[config.mk]
export PLATFORM = sky130hd
export DESIGN_NAME = frame_sync_ctrl_flat
export DESIGN_NICKNAME = d
export VERILOG_FILES = /design/src/rtl/sync_pkg.sv /design/src/rtl/frame_sync_ctrl_if.sv /design/src/rtl/window_counter.sv /design/src/rtl/frame_sync_ctrl.sv /design/src/flat_wrapper.sv
export SDC_FILE = /design/constraint.sdc
export NUM_CORES = 1
export LEC_CHECK = 0
export CAP_MARGIN = 20
export CORE_AREA = 10 10 50 52
export DETAILED_ROUTE_END_ITERATION = 10
export DIE_AREA = 0 0 60 62
export DONT_BUFFER_PORTS = 1
export PLACE_DENSITY = 0.7
export SETUP_SLACK_MARGIN = 0.2
export SLEW_MARGIN = 20
export SYNTH_ARGS = -nofsm -noshare
export SYNTH_HDL_FRONTEND = slang
export SYNTH_HIERARCHICAL = 1
export SYNTH_SLANG_ARGS = --single-unit
[constraint.sdc]
create_clock -name clk -period 2 [get_ports clk]
set_input_delay 0.2 -clock clk [delete_from_list [all_inputs] [get_ports clk]]
set_output_delay 0.2 -clock clk [all_outputs]
set_load 0.005 [all_outputs]
[src/rtl/sync_pkg.sv]
// rtl/sync_pkg.sv - shared lock-state type and default geometry for the frame syncer
package sync_pkg;

    typedef enum logic [1:0] {
        HUNT     = 2'd0,
        VERIFY   = 2'd1,
        LOCKED   = 2'd2,
        FLYWHEEL = 2'd3
    } sync_state_t;

    localparam int DEF_WINDOW_SZ = 64;
    localparam int DEF_PTRN_SZ   = 8;

    // Bits needed to hold 0..max_val inclusive.
    function automatic int cnt_width(input int max_val);
        return (max_val < 1) ? 1 : $clog2(max_val + 1);
    endfunction

endpackage

[src/rtl/frame_sync_ctrl_if.sv]
// rtl/frame_sync_ctrl_if.sv - bit-stream qualifiers in, lock status and deserializer gating out
interface frame_sync_ctrl_if #(
    parameter int WINDOW_SZ = sync_pkg::DEF_WINDOW_SZ
);
    import sync_pkg::*;

    localparam int POS_W = $clog2(WINDOW_SZ);

    logic              bit_en;
    logic              pattern_hit;
    logic              payload_en;
    logic              data_valid;
    logic              in_frame;
    logic              lock_lost;
    sync_state_t       sync_state;
    logic [POS_W-1:0]  pos;

    modport master (
        output bit_en, pattern_hit,
        input  payload_en, data_valid, in_frame, lock_lost, sync_state, pos
    );

    modport slave (
        input  bit_en, pattern_hit,
        output payload_en, data_valid, in_frame, lock_lost, sync_state, pos
    );

endinterface

[src/rtl/window_counter.sv]
// rtl/window_counter.sv - bit position within the frame window, wraps at WINDOW_SZ-1
module window_counter
    import sync_pkg::*;
#(
    parameter int WINDOW_SZ = DEF_WINDOW_SZ
) (
    input  logic                          clk,
    input  logic                          reset,
    input  logic                          en,
    input  logic                          clr,
    output logic [$clog2(WINDOW_SZ)-1:0]  pos,
    output logic                          boundary
);
    localparam int POS_W = $clog2(WINDOW_SZ);
    localparam logic [POS_W-1:0] LAST = POS_W'(WINDOW_SZ - 1);

    always_ff @(posedge clk) begin
        if (!reset || clr) begin
            pos <= '0;
        end else if (en) begin
            pos <= (pos == LAST) ? '0 : pos + POS_W'(1);
        end
    end

    assign boundary = (pos == LAST);

endmodule

[src/rtl/frame_sync_ctrl.sv]
// rtl/frame_sync_ctrl.sv - frame lock FSM: acquire, flywheel and loss decisions plus payload gating
module frame_sync_ctrl
    import sync_pkg::*;
#(
    parameter int WINDOW_SZ   = DEF_WINDOW_SZ,
    parameter int PTRN_SZ     = DEF_PTRN_SZ,
    parameter int ACQ_HITS    = 3,
    parameter int LOSS_MISSES = 3
) (
    input  logic               clk,
    input  logic               reset,
    frame_sync_ctrl_if.slave   bus
);
    localparam int POS_W   = $clog2(WINDOW_SZ);
    localparam int HIT_W   = cnt_width(ACQ_HITS);
    localparam int MISS_W  = cnt_width(LOSS_MISSES);
    localparam int PAYLOAD = WINDOW_SZ - PTRN_SZ;

    // Counter values whose increment completes a lock / loss decision.
    localparam logic [HIT_W-1:0]  HIT_LAST  = HIT_W'(ACQ_HITS - 1);
    localparam logic [MISS_W-1:0] MISS_LAST = MISS_W'(LOSS_MISSES - 1);

    sync_state_t         state, state_nxt;
    logic [HIT_W-1:0]    hit_cnt, hit_cnt_nxt;
    logic [MISS_W-1:0]   miss_cnt, miss_cnt_nxt;
    logic [POS_W-1:0]    pos;
    logic                boundary;
    logic                at_bnd;
    logic                lost_nxt;
    logic                dv_nxt;
    logic                in_frame;
    logic                payload_en;
    logic                data_valid_q;
    logic                lock_lost_q;

    // HUNT keeps the window pinned at 0 so the first hit realigns it for free.
    window_counter #(.WINDOW_SZ(WINDOW_SZ)) u_window_counter (
        .clk      (clk),
        .reset    (reset),
        .en       (bus.bit_en),
        .clr      (state == HUNT),
        .pos      (pos),
        .boundary (boundary)
    );

    assign at_bnd = bus.bit_en & boundary;

    always_ff @(posedge clk) begin
        if (!reset) begin
            state        <= HUNT;
            hit_cnt      <= '0;
            miss_cnt     <= '0;
            data_valid_q <= 1'b0;
            lock_lost_q  <= 1'b0;
        end else begin
            state        <= state_nxt;
            hit_cnt      <= hit_cnt_nxt;
            miss_cnt     <= miss_cnt_nxt;
            data_valid_q <= dv_nxt;
            lock_lost_q  <= lost_nxt;
        end
    end

    always_comb begin
        state_nxt    = state;
        hit_cnt_nxt  = hit_cnt;
        miss_cnt_nxt = miss_cnt;
        lost_nxt     = 1'b0;
        case (state)
            HUNT: begin
                if (bus.bit_en && bus.pattern_hit) begin
                    state_nxt   = VERIFY;
                    hit_cnt_nxt = HIT_W'(1);
                end
            end
            VERIFY: begin
                if (at_bnd) begin
                    if (bus.pattern_hit) begin
                        hit_cnt_nxt = hit_cnt + HIT_W'(1);
                        if (hit_cnt == HIT_LAST) state_nxt = LOCKED;
                    end else begin
                        state_nxt   = HUNT;
                        hit_cnt_nxt = '0;
                    end
                end
            end
            LOCKED: begin
                if (at_bnd) begin
                    if (bus.pattern_hit) begin
                        miss_cnt_nxt = '0;
                    end else if (LOSS_MISSES == 1) begin
                        state_nxt    = HUNT;
                        hit_cnt_nxt  = '0;
                        miss_cnt_nxt = '0;
                        lost_nxt     = 1'b1;
                    end else begin
                        state_nxt    = FLYWHEEL;
                        miss_cnt_nxt = MISS_W'(1);
                    end
                end
            end
            FLYWHEEL: begin
                if (at_bnd) begin
                    if (bus.pattern_hit) begin
                        state_nxt    = LOCKED;
                        miss_cnt_nxt = '0;
                    end else if (miss_cnt == MISS_LAST) begin
                        state_nxt    = HUNT;
                        hit_cnt_nxt  = '0;
                        miss_cnt_nxt = '0;
                        lost_nxt     = 1'b1;
                    end else begin
                        miss_cnt_nxt = miss_cnt + MISS_W'(1);
                    end
                end
            end
            default: state_nxt = HUNT;
        endcase
    end

    // A byte completes on the accepted payload bit whose low three position bits are all ones.
    always_comb begin
        in_frame   = ((state == LOCKED) || (state == FLYWHEEL)) && (pos < POS_W'(PAYLOAD));
        payload_en = bus.bit_en & in_frame;
        dv_nxt     = payload_en && (pos[2:0] == 3'b111);
    end

    assign bus.payload_en = payload_en;
    assign bus.in_frame   = in_frame;
    assign bus.data_valid = data_valid_q;
    assign bus.lock_lost  = lock_lost_q;
    assign bus.sync_state = state;
    assign bus.pos        = pos;

endmodule
[src/flat_wrapper.sv]
// flat-port wrapper written by rule: the top's interface ports become plain ports
module frame_sync_ctrl_flat import sync_pkg::*;
#(
    parameter int WINDOW_SZ   = DEF_WINDOW_SZ,
    parameter int PTRN_SZ     = DEF_PTRN_SZ,
    parameter int ACQ_HITS    = 3,
    parameter int LOSS_MISSES = 3
)
  (clk, reset, bus_bit_en, bus_pattern_hit, bus_payload_en, bus_data_valid, bus_in_frame, bus_lock_lost, bus_sync_state, bus_pos);
  frame_sync_ctrl_if #(.WINDOW_SZ(WINDOW_SZ)) bus_i ();
  input  logic clk;
  input  logic reset;
  input wire logic [$bits(bus_i.bit_en)-1:0] bus_bit_en;
  input wire logic [$bits(bus_i.pattern_hit)-1:0] bus_pattern_hit;
  output wire logic [$bits(bus_i.payload_en)-1:0] bus_payload_en;
  output wire logic [$bits(bus_i.data_valid)-1:0] bus_data_valid;
  output wire logic [$bits(bus_i.in_frame)-1:0] bus_in_frame;
  output wire logic [$bits(bus_i.lock_lost)-1:0] bus_lock_lost;
  output wire logic [$bits(bus_i.sync_state)-1:0] bus_sync_state;
  output wire logic [$bits(bus_i.pos)-1:0] bus_pos;
  assign bus_i.bit_en = bus_bit_en;
  assign bus_i.pattern_hit = bus_pattern_hit;
  assign bus_payload_en = bus_i.payload_en;
  assign bus_data_valid = bus_i.data_valid;
  assign bus_in_frame = bus_i.in_frame;
  assign bus_lock_lost = bus_i.lock_lost;
  assign bus_sync_state = bus_i.sync_state;
  assign bus_pos = bus_i.pos;
  frame_sync_ctrl #(.WINDOW_SZ(WINDOW_SZ), .PTRN_SZ(PTRN_SZ), .ACQ_HITS(ACQ_HITS), .LOSS_MISSES(LOSS_MISSES)) u_core (.clk(clk), .reset(reset), .bus(bus_i));
endmodule
==> report_table.html, run 1 <==
<table>
<tr><th>Metric</th><th>Value</th></tr>
<tr><th colspan="2">Die</th></tr>
<tr><td>Die outline height</td><td>62 um</td></tr>
<tr><td>Row count</td><td>15</td></tr>
<tr><td>Die X-Extent</td><td>60 um</td></tr>
<tr><td># IOs</td><td>16</td></tr>
<tr><td>Full die area</td><td>3720 sq um</td></tr>
<tr><td>Area of the core</td><td>1610 sq um</td></tr>
<tr><td>Starting density of the core</td><td>48.8%</td></tr>
<tr><th colspan="2">Critical path</th></tr>
<tr><td>Largest delay share family, worst path</td><td>simple AND/OR/NAND/NOR gates</td></tr>
<tr><td>Worst path bufs/invs</td><td>0</td></tr>
<tr><td>Largest stage delay on the critical path</td><td>0.47 ns</td></tr>
<tr><td>Arrival time at the worst endpoint</td><td>1.94 ns</td></tr>
<tr><td>RR Startpoint</td><td>u_core/u_window_counter/pos[1]$_SDFFE_PP0P_</td></tr>
<tr><td>Critical path launch point type</td><td>register</td></tr>
<tr><td>Depth of the worst register-to-register path</td><td>7</td></tr>
<tr><td>Capture instance of the worst register-to-register path</td><td>u_core/hit_cnt[1]$_SDFFE_PN0P_</td></tr>
<tr><td>Maximum fanout along the worst path</td><td>4</td></tr>
<tr><td>Highest-delay cell along the critical path</td><td>sky130_fd_sc_hd__or4_1</td></tr>
<tr><td>Critical path capture point type</td><td>register</td></tr>
<tr><td>Flop2flop setup slack</td><td>0.28 ns</td></tr>
<tr><td>WS Path Type</td><td>register to register</td></tr>
<tr><td>Crit path from</td><td>u_core/u_window_counter/pos[1]$_SDFFE_PP0P_</td></tr>
<tr><td>Critical path, cell by cell</td><td>ha_2, nand3_1, nor2_2, and2_1, o21ai_2, or4_1, a21oi_1</td></tr>
<tr><td>Critical path data required time</td><td>2.22 ns</td></tr>
<tr><th colspan="2">Global route</th></tr>
<tr><td>GRT Total Usage</td><td>9.39%</td></tr>
<tr><td>Maximum number of pins on one net before global-route repair</td><td>16</td></tr>
<tr><td>Via count of the first global-routing pass</td><td>609</td></tr>
<tr><td>Antenna violations before repair</td><td>0</td></tr>
<tr><td>Global-route wire length before repair</td><td>2.67 mm</td></tr>
<tr><td>Overflow left after global routing</td><td>0</td></tr>
<tr><th colspan="2">Routing</th></tr>
<tr><td>Routed wire length per instance</td><td>14.2 um</td></tr>
<tr><td>Number of optimization iterations in the first detailed-route pass</td><td>4</td></tr>
<tr><td>Number of nets still failing antenna checks after routing</td><td>0</td></tr>
<tr><td>Final wirelength</td><td>1.68 mm</td></tr>
<tr><td>Vias</td><td>673</td></tr>
<tr><td>Remaining design rule violation count</td><td>0</td></tr>
<tr><td>Violation count after the first detailed-routing iteration</td><td>20</td></tr>
<tr><td>Vias per cell</td><td>5.70</td></tr>
<tr><th colspan="2">Timing</th></tr>
<tr><td>RSZ-0062 raised after global routing</td><td>false</td></tr>
<tr><td>Transition time of the tightest slew-check pin</td><td>0.479 ns</td></tr>
<tr><td>Worst slew slack as a fraction of its limit</td><td>68.0%</td></tr>
<tr><td>Setup TNS</td><td>0 ns</td></tr>
<tr><td>Number of slew-limit violations in the final report</td><td>0</td></tr>
<tr><td>Max Clock Freq</td><td>582 MHz</td></tr>
<tr><td>Worst Hold Margin</td><td>0.0460 ns</td></tr>
<tr><td>Min Tclk post-route</td><td>1.72 ns</td></tr>
<tr><td>Ratio of final minimum period to clock period</td><td>85.9%</td></tr>
<tr><td>Final setup violating endpoints</td><td>0</td></tr>
<tr><td>Number of hold violations in the final report</td><td>0</td></tr>
<tr><td>Largest clock skew in the final design</td><td>0.00526 ns</td></tr>
<tr><th colspan="2">Synth</th></tr>
<tr><td>Syn nets</td><td>102</td></tr>
<tr><td>Fraction of synthesis flops using an asynchronous set or reset pin</td><td>0%</td></tr>
<tr><td>Most numerous cell in the Yosys netlist</td><td>sky130_fd_sc_hd__dfxtp_1</td></tr>
<tr><td>Flop and latch count out of synthesis</td><td>14</td></tr>
<tr><td>Number of synthesized flops with an enable pin</td><td>0</td></tr>
<tr><td>Post-synthesis sequential area ratio</td><td>35.6%</td></tr>
<tr><td>Distinct cells, synth</td><td>36</td></tr>
<tr><td>Top_reg_cell synth</td><td>sky130_fd_sc_hd__dfxtp_1</td></tr>
<tr><td>Cell taking the most area after synthesis</td><td>sky130_fd_sc_hd__dfxtp_1</td></tr>
<tr><td>Yosys top cell area share</td><td>35.6%</td></tr>
<tr><td>Mean Syn Cell Area</td><td>8.20 sq um</td></tr>
<tr><td>Mapped Area</td><td>787 sq um</td></tr>
<tr><td>Post-synthesis instance total</td><td>96</td></tr>
<tr><td>Top post-synthesis cells by area</td><td>sky130_fd_sc_hd__dfxtp_1 (36%), sky130_fd_sc_hd__a21oi_1 (4.5%), sky130_fd_sc_hd__nand2_1 (4.3%)</td></tr>
<tr><td>Top cells by instance count after synthesis</td><td>sky130_fd_sc_hd__dfxtp_1 (14), sky130_fd_sc_hd__nand2_1 (9), sky130_fd_sc_hd__a21oi_1 (7), sky130_fd_sc_hd__nor2_1 (7), sky130_fd_sc_hd__nand3_1 (6)</td></tr>
<tr><td>YS warnings</td><td>6</td></tr>
<tr><th colspan="2">Place</th></tr>
<tr><td>Placed Instance Area</td><td>817 sq um</td></tr>
<tr><td>Sum of net half-perimeters after detailed placement</td><td>1.21 mm</td></tr>
<tr><td>Number of buffers added on ports</td><td>0</td></tr>
<tr><td>Number of placed instances with taps included</td><td>114</td></tr>
<tr><td>Global placement routability congestion</td><td>0.783</td></tr>
<tr><th colspan="2">Clock network</th></tr>
<tr><td>Clock tree from TritonCTS</td><td>done</td></tr>
<tr><td>Cts bufs inserted</td><td>3</td></tr>
<tr><td>Longest Clk Path Bufs</td><td>2</td></tr>
<tr><td>Clock network latency to the later pin of the worst-skew pair</td><td>0.28 ns</td></tr>
<tr><td>Clk Tree Root Cell</td><td>sky130_fd_sc_hd__clkbuf_4</td></tr>
<tr><td>Clock-pin slew on the worst setup and hold paths</td><td>0.08 ns</td></tr>
<tr><td>Number of sinks handled by clock tree synthesis</td><td>14</td></tr>
<tr><td>H-tree level count</td><td>1</td></tr>
<tr><th colspan="2">Layout</th></tr>
<tr><td>Layout-stage area growth over the synthesis result</td><td>8.43%</td></tr>
<tr><td>ANT cells</td><td>0</td></tr>
<tr><td>Fillers</td><td>151</td></tr>
<tr><td>Final standard cell count with taps included and fillers excluded</td><td>118</td></tr>
<tr><td>Post-layout nets</td><td>109</td></tr>
<tr><td>Final Instance Area</td><td>853 sq um</td></tr>
<tr><td>Fraction of final layout cells sized beyond drive strength 1</td><td>18.8%</td></tr>
<tr><th colspan="2">Status</th></tr>
<tr><td>Status</td><td>finished, final reports clean</td></tr>
<tr><th colspan="2">Job</th></tr>
<tr><td>Number of maximum-capacitance constraint violations</td><td>0</td></tr>
<tr><th colspan="2">Hold path</th></tr>
<tr><td>Cell count of the worst hold path</td><td>1</td></tr>
<tr><td>Type of the worst min-delay path</td><td>primary input to register</td></tr>
<tr><td>Capture endpoint of the worst hold path</td><td>u_core/hit_cnt[0]$_SDFFE_PN0P_</td></tr>
<tr><td>Start point of the worst min-delay path</td><td>reset</td></tr>
<tr><th colspan="2">Pwr</th></tr>
<tr><td>Total design power</td><td>520 uW</td></tr>
<tr><td>Max VDD drop</td><td>231 uV</td></tr>
<tr><td>Power per unit of standard cell area</td><td>609 nW/um^2</td></tr>
<tr><td>Leakage power</td><td>0.000339 uW</td></tr>
</table>
sequential cells by signal, summed over array words and instances, names as in the netlist, named ones only:
signal and cells:
u_core/hit_cnt 2, u_core/bus.sync_state 1, u_core/miss_cnt 2, u_core/bus.data_valid 1, u_core/bus.lock_lost 1, u_core/u_window_counter/pos 6
power by group:
part,switching (uW),internal [uW],leakage [uW]
Sequential,15.7,286,0.000114
Clock,91.4,69.9,0.0000138
Combinational,28.4,28.8,0.000212
Total,135,384,0.000339
metrics by stage:
step / utilization [%] / worst slack (ns)
after floorplan: - / 0.262
after CTS: 52.0 / 0.214
final: 52.9 / 0.282
after global routing: 52.9 / 0.201
after detailed placement: 50.6 / 0.242
after global placement: 50.6 / 0.329
cell usage in the layout (no fill, tap or decap), types with 2 or more instances in the layout:
master,synthesis,layout
sky130_fd_sc_hd__or2b_1,2,2
sky130_fd_sc_hd__and2_1,2,2
sky130_fd_sc_hd__mux2i_1,3,3
sky130_fd_sc_hd__inv_1,5,5
sky130_fd_sc_hd__nor2b_1,2,2
sky130_fd_sc_hd__a21oi_1,7,7
sky130_fd_sc_hd__nand3_1,6,6
sky130_fd_sc_hd__xor2_1,2,2
sky130_fd_sc_hd__buf_4,0,5
sky130_fd_sc_hd__nor2_2,1,2
sky130_fd_sc_hd__nand2b_1,5,5
sky130_fd_sc_hd__nand4_1,2,2
sky130_fd_sc_hd__dfxtp_1,14,13
sky130_fd_sc_hd__nor3_1,2,2
sky130_fd_sc_hd__nor2_1,7,6
sky130_fd_sc_hd__o21ai_0,5,5
sky130_fd_sc_hd__nand2_1,9,9
sky130_fd_sc_hd__clkbuf_4,0,3
area by class of cell:
type | instances | area, sq um | share of cell area, %
Tap cell | 17 | 21.3 | 2.49
Sequential cell | 14 | 282 | 33.0
Timing Repair Buffer | 5 | 37.5 | 4.40
Clock buffer | 3 | 22.5 | 2.64
Multi-Input combinational cell | 74 | 472 | 55.3
Inverter | 5 | 18.8 | 2.20
routing by layer:
| layer | vias to the layer above | global-route usage (%) | part of all wire, % |
|---|---|---|---|
| met1 | 305 | 10.7 | 43 |
| met4 | 0 | 7.05 | 1.7 |
| met5 | - | 0 | 0 |
| li1 | 348 | - | - |
| met3 | 4 | 4.27 | 8.7 |
| met2 | 16 | 13.4 | 46 |
worst max path at each step:
stage | endpoint | slack, ns | cells past startpoint
finish | u_core/hit_cnt[1]$_SDFFE_PN0P_ | 0.28 | 7
global route | u_core/hit_cnt[1]$_SDFFE_PN0P_ | 0.20 | 7
CTS | u_core/hit_cnt[1]$_SDFFE_PN0P_ | 0.21 | 7
detailed placement | u_core/hit_cnt[1]$_SDFFE_PN0P_ | 0.24 | 7
global placement | u_core/hit_cnt[1]$_SDFFE_PN0P_ | 0.33 | 7
floorplan | u_core/hit_cnt[1]$_SDFFE_PN0P_ | 0.26 | 7
kinds of logic (layout without fill, tap and decap cells):
logic type,count (synthesis),after routing,share of synthesized area (%)
mux,3,3,3.82
fa+ha+maj,2,2,3.18
compound gates,19,19,15.7
flops,14,14,35.6
buf+inv,8,13,5.09
xor+xnor,2,2,2.23
simple gates,48,48,34.3
worst register-to-register path: cells and delay by family, from the launching register on:
family	cells	cell delay [ns]
compound gates	2	0.23
fa+ha+maj	1	0.21
flops	1	0.34
simple gates	4	0.88
timing repair:
item | CTS | global route
hold endpoints to repair | 0 | 0
hold buffers | 0 | 0
setup buffers | 0 | 1
endpoints found under the setup margin | 0 | 1
gates resized for setup | 0 | 3
Note: power is estimated with default switching activity, not from simulation.
==> run 2: changes to the inputs <==
--- a/config.mk
+++ b/config.mk
@@ -10,7 +10,8 @@
 export DETAILED_ROUTE_END_ITERATION = 10
 export DIE_AREA = 0 0 60 62
 export DONT_BUFFER_PORTS = 1
-export PLACE_DENSITY = 0.7
+export HOLD_SLACK_MARGIN = 0.05
+export PLACE_DENSITY = 0.73
 export SETUP_SLACK_MARGIN = 0.2
 export SLEW_MARGIN = 20
 export SYNTH_ARGS = -nofsm -noshare
==> constraint.sdc (replaced) <==
create_clock -name clk -period 1.5 [get_ports clk]
set_input_delay 0.15 -clock clk [delete_from_list [all_inputs] [get_ports clk]]
set_output_delay 0.15 -clock clk [all_outputs]
set_load 0.005 [all_outputs]
==> report_table.html, run 2 (synthesis results as in run 1) <==
<table>
<tr><th>Metric</th><th>Value</th></tr>
<tr><th colspan="2">Timing</th></tr>
<tr><td>Largest clock skew in the final design</td><td>0.00119 ns</td></tr>
<tr><td>Ratio of final minimum period to clock period</td><td>98.4%</td></tr>
<tr><td>Number of hold violations in the final report</td><td>0</td></tr>
<tr><td>RSZ-0062 raised after global routing</td><td>true</td></tr>
<tr><td>Min Tclk post-route</td><td>1.48 ns</td></tr>
<tr><td>Number of slew-limit violations in the final report</td><td>0</td></tr>
<tr><td>Max Clock Freq</td><td>678 MHz</td></tr>
<tr><td>Transition time of the tightest slew-check pin</td><td>0.387 ns</td></tr>
<tr><td>Worst slew slack as a fraction of its limit</td><td>74.2%</td></tr>
<tr><td>Final setup violating endpoints</td><td>0</td></tr>
<tr><th colspan="2">Critical path</th></tr>
<tr><td>Maximum fanout along the worst path</td><td>4</td></tr>
<tr><td>Critical path launch point type</td><td>register</td></tr>
<tr><td>Largest stage delay on the critical path</td><td>0.42 ns</td></tr>
<tr><td>Arrival time at the worst endpoint</td><td>1.70 ns</td></tr>
<tr><td>WS Path Type</td><td>register to register</td></tr>
<tr><td>Critical path, cell by cell</td><td>ha_4, nand3_4, nor2_4, and2_4, o21ai_4, or4_4, a21oi_2</td></tr>
<tr><td>Critical path data required time</td><td>1.72 ns</td></tr>
<tr><td>Highest-delay cell along the critical path</td><td>sky130_fd_sc_hd__or4_4</td></tr>
<tr><td>Critical path capture point type</td><td>register</td></tr>
<tr><th colspan="2">Die</th></tr>
<tr><td>Row count</td><td>15</td></tr>
<tr><td>Die X-Extent</td><td>60 um</td></tr>
<tr><td>Starting density of the core</td><td>48.8%</td></tr>
<tr><td>Full die area</td><td>3720 sq um</td></tr>
<tr><td># IOs</td><td>16</td></tr>
<tr><td>Area of the core</td><td>1610 sq um</td></tr>
<tr><td>Die outline height</td><td>62 um</td></tr>
<tr><th colspan="2">Global route</th></tr>
<tr><td>Global-route wire length before repair</td><td>3.58 mm</td></tr>
<tr><td>Maximum number of pins on one net before global-route repair</td><td>14</td></tr>
<tr><td>Via count of the first global-routing pass</td><td>765</td></tr>
<tr><td>Antenna violations before repair</td><td>0</td></tr>
<tr><td>GRT Total Usage</td><td>12.6%</td></tr>
<tr><td>Overflow left after global routing</td><td>0</td></tr>
<tr><th colspan="2">Pwr</th></tr>
<tr><td>Total design power</td><td>771 uW</td></tr>
<tr><td>Power per unit of standard cell area</td><td>681 nW/um^2</td></tr>
<tr><td>Leakage power</td><td>0.000437 uW</td></tr>
<tr><td>Max VDD drop</td><td>431 uV</td></tr>
<tr><th colspan="2">Layout</th></tr>
<tr><td>Commonest non-fill, non-tap cell in the layout</td><td>sky130_fd_sc_hd__buf_4</td></tr>
<tr><td>Flip-flop count of the largest register, all copies and words added</td><td>6</td></tr>
<tr><td>Final standard cell count with taps included and fillers excluded</td><td>133</td></tr>
<tr><td>Fillers</td><td>113</td></tr>
<tr><td>Largest Register</td><td>u_core/u_window_counter/pos</td></tr>
<tr><td>Fraction of final layout cells sized beyond drive strength 1</td><td>40.5%</td></tr>
<tr><td>Final Util</td><td>70.2%</td></tr>
<tr><td>Leading cell types in the layout, fill and taps excluded</td><td>sky130_fd_sc_hd__buf_4 (13), sky130_fd_sc_hd__nand2_1 (8), sky130_fd_sc_hd__dfxtp_1 (7)</td></tr>
<tr><td>Layout-stage area growth over the synthesis result</td><td>44.0%</td></tr>
<tr><td>Largest registers</td><td>u_core/u_window_counter/pos x6, u_core/hit_cnt x2, u_core/miss_cnt x2</td></tr>
<tr><td>ANT cells</td><td>0</td></tr>
<tr><td>Post-layout nets</td><td>124</td></tr>
<tr><th colspan="2">Routing</th></tr>
<tr><td>Vias per cell</td><td>5.97</td></tr>
<tr><td>Violation count after the first detailed-routing iteration</td><td>18</td></tr>
<tr><td>Routed wire length per instance</td><td>17.5 um</td></tr>
<tr><td>Remaining design rule violation count</td><td>0</td></tr>
<tr><td>Final wirelength</td><td>2.32 mm</td></tr>
<tr><td>Number of optimization iterations in the first detailed-route pass</td><td>4</td></tr>
<tr><td>Number of nets still failing antenna checks after routing</td><td>0</td></tr>
<tr><td>Vias</td><td>794</td></tr>
<tr><th colspan="2">Place</th></tr>
<tr><td>Global placement routability congestion</td><td>0.780</td></tr>
<tr><td>Number of placed instances with taps included</td><td>120</td></tr>
<tr><td>Sum of net half-perimeters after detailed placement</td><td>1.38 mm</td></tr>
<tr><td>Number of buffers added on ports</td><td>0</td></tr>
<tr><th colspan="2">Clock network</th></tr>
<tr><td>H-tree level count</td><td>1</td></tr>
<tr><td>Clock network latency to the later pin of the worst-skew pair</td><td>0.28 ns</td></tr>
<tr><td>Clock tree from TritonCTS</td><td>done</td></tr>
<tr><td>Cts bufs inserted</td><td>3</td></tr>
<tr><td>Longest Clk Path Bufs</td><td>2</td></tr>
<tr><td>Number of sinks handled by clock tree synthesis</td><td>14</td></tr>
<tr><td>Clock-pin slew on the worst setup and hold paths</td><td>0.08 ns</td></tr>
<tr><td>Clk Tree Root Cell</td><td>sky130_fd_sc_hd__clkbuf_4</td></tr>
<tr><th colspan="2">Hold path</th></tr>
<tr><td>Type of the worst min-delay path</td><td>primary input to register</td></tr>
<tr><th colspan="2">Job</th></tr>
<tr><td>Number of maximum-capacitance constraint violations</td><td>0</td></tr>
<tr><th colspan="2">Status</th></tr>
<tr><td>Status</td><td>finished, final reports clean</td></tr>
</table>
## run 2: changes by cell type in the layout (fill, tap and decap cells not counted), sizes merged
cell	before	now
buf	5	14
dlygate4sd3	0	6
## run 2: what timing repair did
| item | 4_1_cts | 5_1_grt |
|---|---|---|
| setup endpoints to repair | 8 | 10 |
| pin swaps | 3 | 6 |
| hold endpoints to repair | 10 | 7 |
| buffers inserted | 1 | 3 |
| resized for setup | 9 | 19 |
| hold buffers | 3 | 3 |
## run 2: worst paths after layout
kind	slack, ns	startpoint	cells after the start	endpoint
worst max-delay path	0.02	u_core/u_window_counter/pos[1]$_SDFFE_PP0P_	7	u_core/hit_cnt[1]$_SDFFE_PN0P_
worst min register to register	0.50	u_core/miss_cnt[1]$_SDFFE_PN0P_	2	u_core/miss_cnt[1]$_SDFFE_PN0P_
worst min-delay path	0.06	bus_pattern_hit	3	u_core/miss_cnt[1]$_SDFFE_PN0P_
worst max register to register	0.02	u_core/u_window_counter/pos[1]$_SDFFE_PP0P_	7	u_core/hit_cnt[1]$_SDFFE_PN0P_
## run 2: layer usage
layer	vias to the layer above	part of all wire, %	GRT usage, %
li1	381	-	-
met1	378	40	14.6
met2	27	49	19.9
met3	8	6.4	4.27
met4	0	4.0	7.37
met5	-	0	0
## run 2: where the power goes
part / switching (uW) / leakage [uW] / internal (uW)
sequential: 19.4 / 0.000117 / 378
clock: 125 / 0.0000138 / 93.1
combinational: 79.2 / 0.000306 / 75.9
## run 2: metrics by stage
stage | TNS, ns | hold slack [ns] | cell area, sq um | setup slack, ns
finish | 0 | 0.0579 | 1130 | 0.0242
global route | -0.0311 | 0.0637 | 1130 | -0.0271
CTS | 0 | 0.0103 | 1000 | 0.0303
detailed placement | -0.0213 | 0.305 | 895 | -0.0213
global placement | 0 | 0.298 | 895 | 0.0308
floorplan | 0 | 0.278 | 820 | 0.00805
## run 2: cell type report
class | instances | area [sq um] | share of cell area (%)
timing repair buffer | 20 | 169 | 14.9
inverter | 5 | 18.8 | 1.66
multi-input combinational | 74 | 606 | 53.4
clock buffer | 3 | 22.5 | 1.99
sequential | 14 | 297 | 26.2
tap | 17 | 21.3 | 1.88
## run 2: critical path, delay by kind of cell, from the launching register on
kind,cells,cell delay (ns)
adders and majority gates,1,0.15
AOI/OAI and AO/OA,2,0.18
and+or+nand+nor,4,0.73
DFF,1,0.37
==> run 3: changes to the inputs <==
--- a/config.mk
+++ b/config.mk
@@ -11,7 +11,7 @@
 export DIE_AREA = 0 0 60 62
 export DONT_BUFFER_PORTS = 1
 export HOLD_SLACK_MARGIN = 0.05
-export PLACE_DENSITY = 0.73
+export PLACE_DENSITY = 0.68
 export SETUP_SLACK_MARGIN = 0.2
 export SLEW_MARGIN = 20
 export SYNTH_ARGS = -nofsm -noshare
==> report_table.html, run 3 (synthesis results as in run 1) <==
<table>
<tr><th>Metric</th><th>Value</th></tr>
<tr><th colspan="2">Hold path</th></tr>
<tr><td>Start point of the worst min-delay path</td><td>reset</td></tr>
<tr><td>Type of the worst min-delay path</td><td>primary input to register</td></tr>
<tr><th colspan="2">Timing</th></tr>
<tr><td>Min Tclk post-route</td><td>1.55 ns</td></tr>
<tr><td>Number of hold violations in the final report</td><td>0</td></tr>
<tr><td>Final setup violating endpoints</td><td>1</td></tr>
<tr><td>Worst Hold Margin</td><td>0.0408 ns</td></tr>
<tr><td>Transition time of the tightest slew-check pin</td><td>0.347 ns</td></tr>
<tr><td>Number of slew-limit violations in the final report</td><td>0</td></tr>
<tr><td>RSZ-0062 raised after global routing</td><td>true</td></tr>
<tr><td>Ratio of final minimum period to clock period</td><td>103%</td></tr>
<tr><td>Worst setup slack after layout</td><td>-0.0504 ns</td></tr>
<tr><td>Largest clock skew in the final design</td><td>0.00755 ns</td></tr>
<tr><td>Setup TNS</td><td>-0.0504 ns</td></tr>
<tr><td>Worst slew slack as a fraction of its limit</td><td>76.6%</td></tr>
<tr><td>Max Clock Freq</td><td>645 MHz</td></tr>
<tr><th colspan="2">Clock network</th></tr>
<tr><td>H-tree level count</td><td>1</td></tr>
<tr><td>Number of sinks handled by clock tree synthesis</td><td>14</td></tr>
<tr><td>Longest Clk Path Bufs</td><td>2</td></tr>
<tr><td>Clock tree from TritonCTS</td><td>done</td></tr>
<tr><td>Cts bufs inserted</td><td>3</td></tr>
<tr><td>Clk Tree Root Cell</td><td>sky130_fd_sc_hd__clkbuf_4</td></tr>
<tr><td>Clock network latency to the later pin of the worst-skew pair</td><td>0.29 ns</td></tr>
<tr><td>Clock-pin slew on the worst setup and hold paths</td><td>0.08 ns</td></tr>
<tr><th colspan="2">Critical path</th></tr>
<tr><td>Critical path capture point type</td><td>register</td></tr>
<tr><td>Critical path data required time</td><td>1.72 ns</td></tr>
<tr><td>Maximum fanout along the worst path</td><td>2</td></tr>
<tr><td>Arrival time at the worst endpoint</td><td>1.77 ns</td></tr>
<tr><td>RR Startpoint</td><td>u_core/u_window_counter/pos[1]$_SDFFE_PP0P_</td></tr>
<tr><td>Critical path launch point type</td><td>register</td></tr>
<tr><td>WS Path Type</td><td>register to register</td></tr>
<tr><td>Crit path from</td><td>u_core/u_window_counter/pos[1]$_SDFFE_PP0P_</td></tr>
<tr><th colspan="2">Layout</th></tr>
<tr><td>Post-layout nets</td><td>127</td></tr>
<tr><td>Fillers</td><td>121</td></tr>
<tr><td>Commonest non-fill, non-tap cell in the layout</td><td>sky130_fd_sc_hd__buf_4</td></tr>
<tr><td>Multi-input combinational cell area</td><td>592 sq um</td></tr>
<tr><td>ANT cells</td><td>0</td></tr>
<tr><td>Flip-flop count of the largest register, all copies and words added</td><td>6</td></tr>
<tr><td>Final Util</td><td>71.8%</td></tr>
<tr><td>Leading cell types in the layout, fill and taps excluded</td><td>sky130_fd_sc_hd__buf_4 (15), sky130_fd_sc_hd__nand2_1 (9), sky130_fd_sc_hd__dfxtp_1 (7)</td></tr>
<tr><td>Register Area</td><td>294 sq um</td></tr>
<tr><td>Largest registers</td><td>u_core/u_window_counter/pos x6, u_core/hit_cnt x2, u_core/miss_cnt x2</td></tr>
<tr><td>Fraction of final layout cells sized beyond drive strength 1</td><td>42.5%</td></tr>
<tr><td>Largest Register</td><td>u_core/u_window_counter/pos</td></tr>
<tr><td>Layout-stage area growth over the synthesis result</td><td>47.2%</td></tr>
<tr><th colspan="2">Routing</th></tr>
<tr><td>Vias per cell</td><td>5.61</td></tr>
<tr><td>Number of nets still failing antenna checks after routing</td><td>0</td></tr>
<tr><td>Violation count after the first detailed-routing iteration</td><td>13</td></tr>
<tr><td>Routed wire length per instance</td><td>16.5 um</td></tr>
<tr><td>Final wirelength</td><td>2.27 mm</td></tr>
<tr><td>Vias</td><td>769</td></tr>
<tr><td>Remaining design rule violation count</td><td>0</td></tr>
<tr><td>Number of optimization iterations in the first detailed-route pass</td><td>4</td></tr>
<tr><th colspan="2">Place</th></tr>
<tr><td>Sum of net half-perimeters after detailed placement</td><td>1.42 mm</td></tr>
<tr><td>Global placement routability congestion</td><td>0.790</td></tr>
<tr><td>Post-Place Setup Slack</td><td>-0.0628 ns</td></tr>
<tr><td>Number of buffers added on ports</td><td>0</td></tr>
<tr><th colspan="2">Global route</th></tr>
<tr><td>GR Layer Usage met1</td><td>13.5%</td></tr>
<tr><td>Overflow left after global routing</td><td>0</td></tr>
<tr><td>Met2 Usage GRT</td><td>19.9%</td></tr>
<tr><td>GRT Total Usage</td><td>11.9%</td></tr>
<tr><td>Via count of the first global-routing pass</td><td>748</td></tr>
<tr><td>Global-route met3 utilization</td><td>4.27%</td></tr>
<tr><td>Highest-utilization routing layer at the global route stage</td><td>met2</td></tr>
<tr><td>Global-route wire length before repair</td><td>3.46 mm</td></tr>
<tr><td>Antenna violations before repair</td><td>0</td></tr>
<tr><td>Maximum number of pins on one net before global-route repair</td><td>12</td></tr>
<tr><th colspan="2">Pwr</th></tr>
<tr><td>Max VDD drop</td><td>404 uV</td></tr>
<tr><td>Leakage power</td><td>0.000452 uW</td></tr>
<tr><td>Power per unit of standard cell area</td><td>715 nW/um^2</td></tr>
<tr><td>Total design power</td><td>828 uW</td></tr>
<tr><th colspan="2">Status</th></tr>
<tr><td>Failing checks</td><td>setup timing</td></tr>
<tr><td>Status</td><td>finished with violations</td></tr>
<tr><th colspan="2">Die</th></tr>
<tr><td>Row count</td><td>15</td></tr>
<tr><td>Die X-Extent</td><td>60 um</td></tr>
<tr><td>Starting density of the core</td><td>48.8%</td></tr>
<tr><td>Die outline height</td><td>62 um</td></tr>
<tr><td># IOs</td><td>16</td></tr>
<tr><td>Area of the core</td><td>1610 sq um</td></tr>
<tr><td>Full die area</td><td>3720 sq um</td></tr>
<tr><th colspan="2">Job</th></tr>
<tr><td>Number of maximum-capacitance constraint violations</td><td>0</td></tr>
</table>
-- run 3: final cells by class --
type	count	share of cell area (%)
tap	17	1.84
sequential	14	25.4
timing repair buffer	23	17.0
clock buffer	4	3.13
multi-input combinational	74	51.1
inverter	5	1.62
-- run 3: what timing repair did --
item                       in CTS  in global routing
setup endpoints to repair       7                  7
gates resized for setup        17                  9
hold buffers                    4                  1
setup buffers                   4                  1
hold endpoints to repair       10                  3
pin swaps                       6                  5
-- run 3: metrics by stage --
stage	cell area, sq um	instances
final	1160	137
after global routing	1160	137
after CTS	1110	135
after detailed placement	917	123
after global placement	917	123
after floorplan	820	96
-- run 3: path summary, 6_finish.rpt --
kind | end | cells past startpoint | slack [ns]
max | u_core/hit_cnt[1]$_SDFFE_PN0P_ | 7 | -0.05
min | u_core/bus.lock_lost$_SDFF_PP0_ | 1 | 0.04
max reg2reg | u_core/hit_cnt[1]$_SDFFE_PN0P_ | 7 | -0.05
min reg2reg | u_core/miss_cnt[1]$_SDFFE_PN0P_ | 2 | 0.50
-- run 3: critical path, stage by stage (launching register included) --
cell	delay (ns)
sky130_fd_sc_hd__dfxtp_4	0.36
sky130_fd_sc_hd__ha_4	0.15
sky130_fd_sc_hd__nand3_4	0.08
sky130_fd_sc_hd__nor2_4	0.11
sky130_fd_sc_hd__and2_4	0.15
sky130_fd_sc_hd__o21ai_2	0.06
sky130_fd_sc_hd__or4_4	0.43
sky130_fd_sc_hd__a21oi_2	0.14
-- run 3: where the power goes --
part,switching (uW),internal [uW]
registers,17.0,380
logic,77.3,75.6
clock network,130,148
-- run 3: metal layers --
layer,routed length (um),part of all wire (%)
met1,940,41
met2,1110,49
met3,166,7.3
met4,53,2.3
met5,0,0
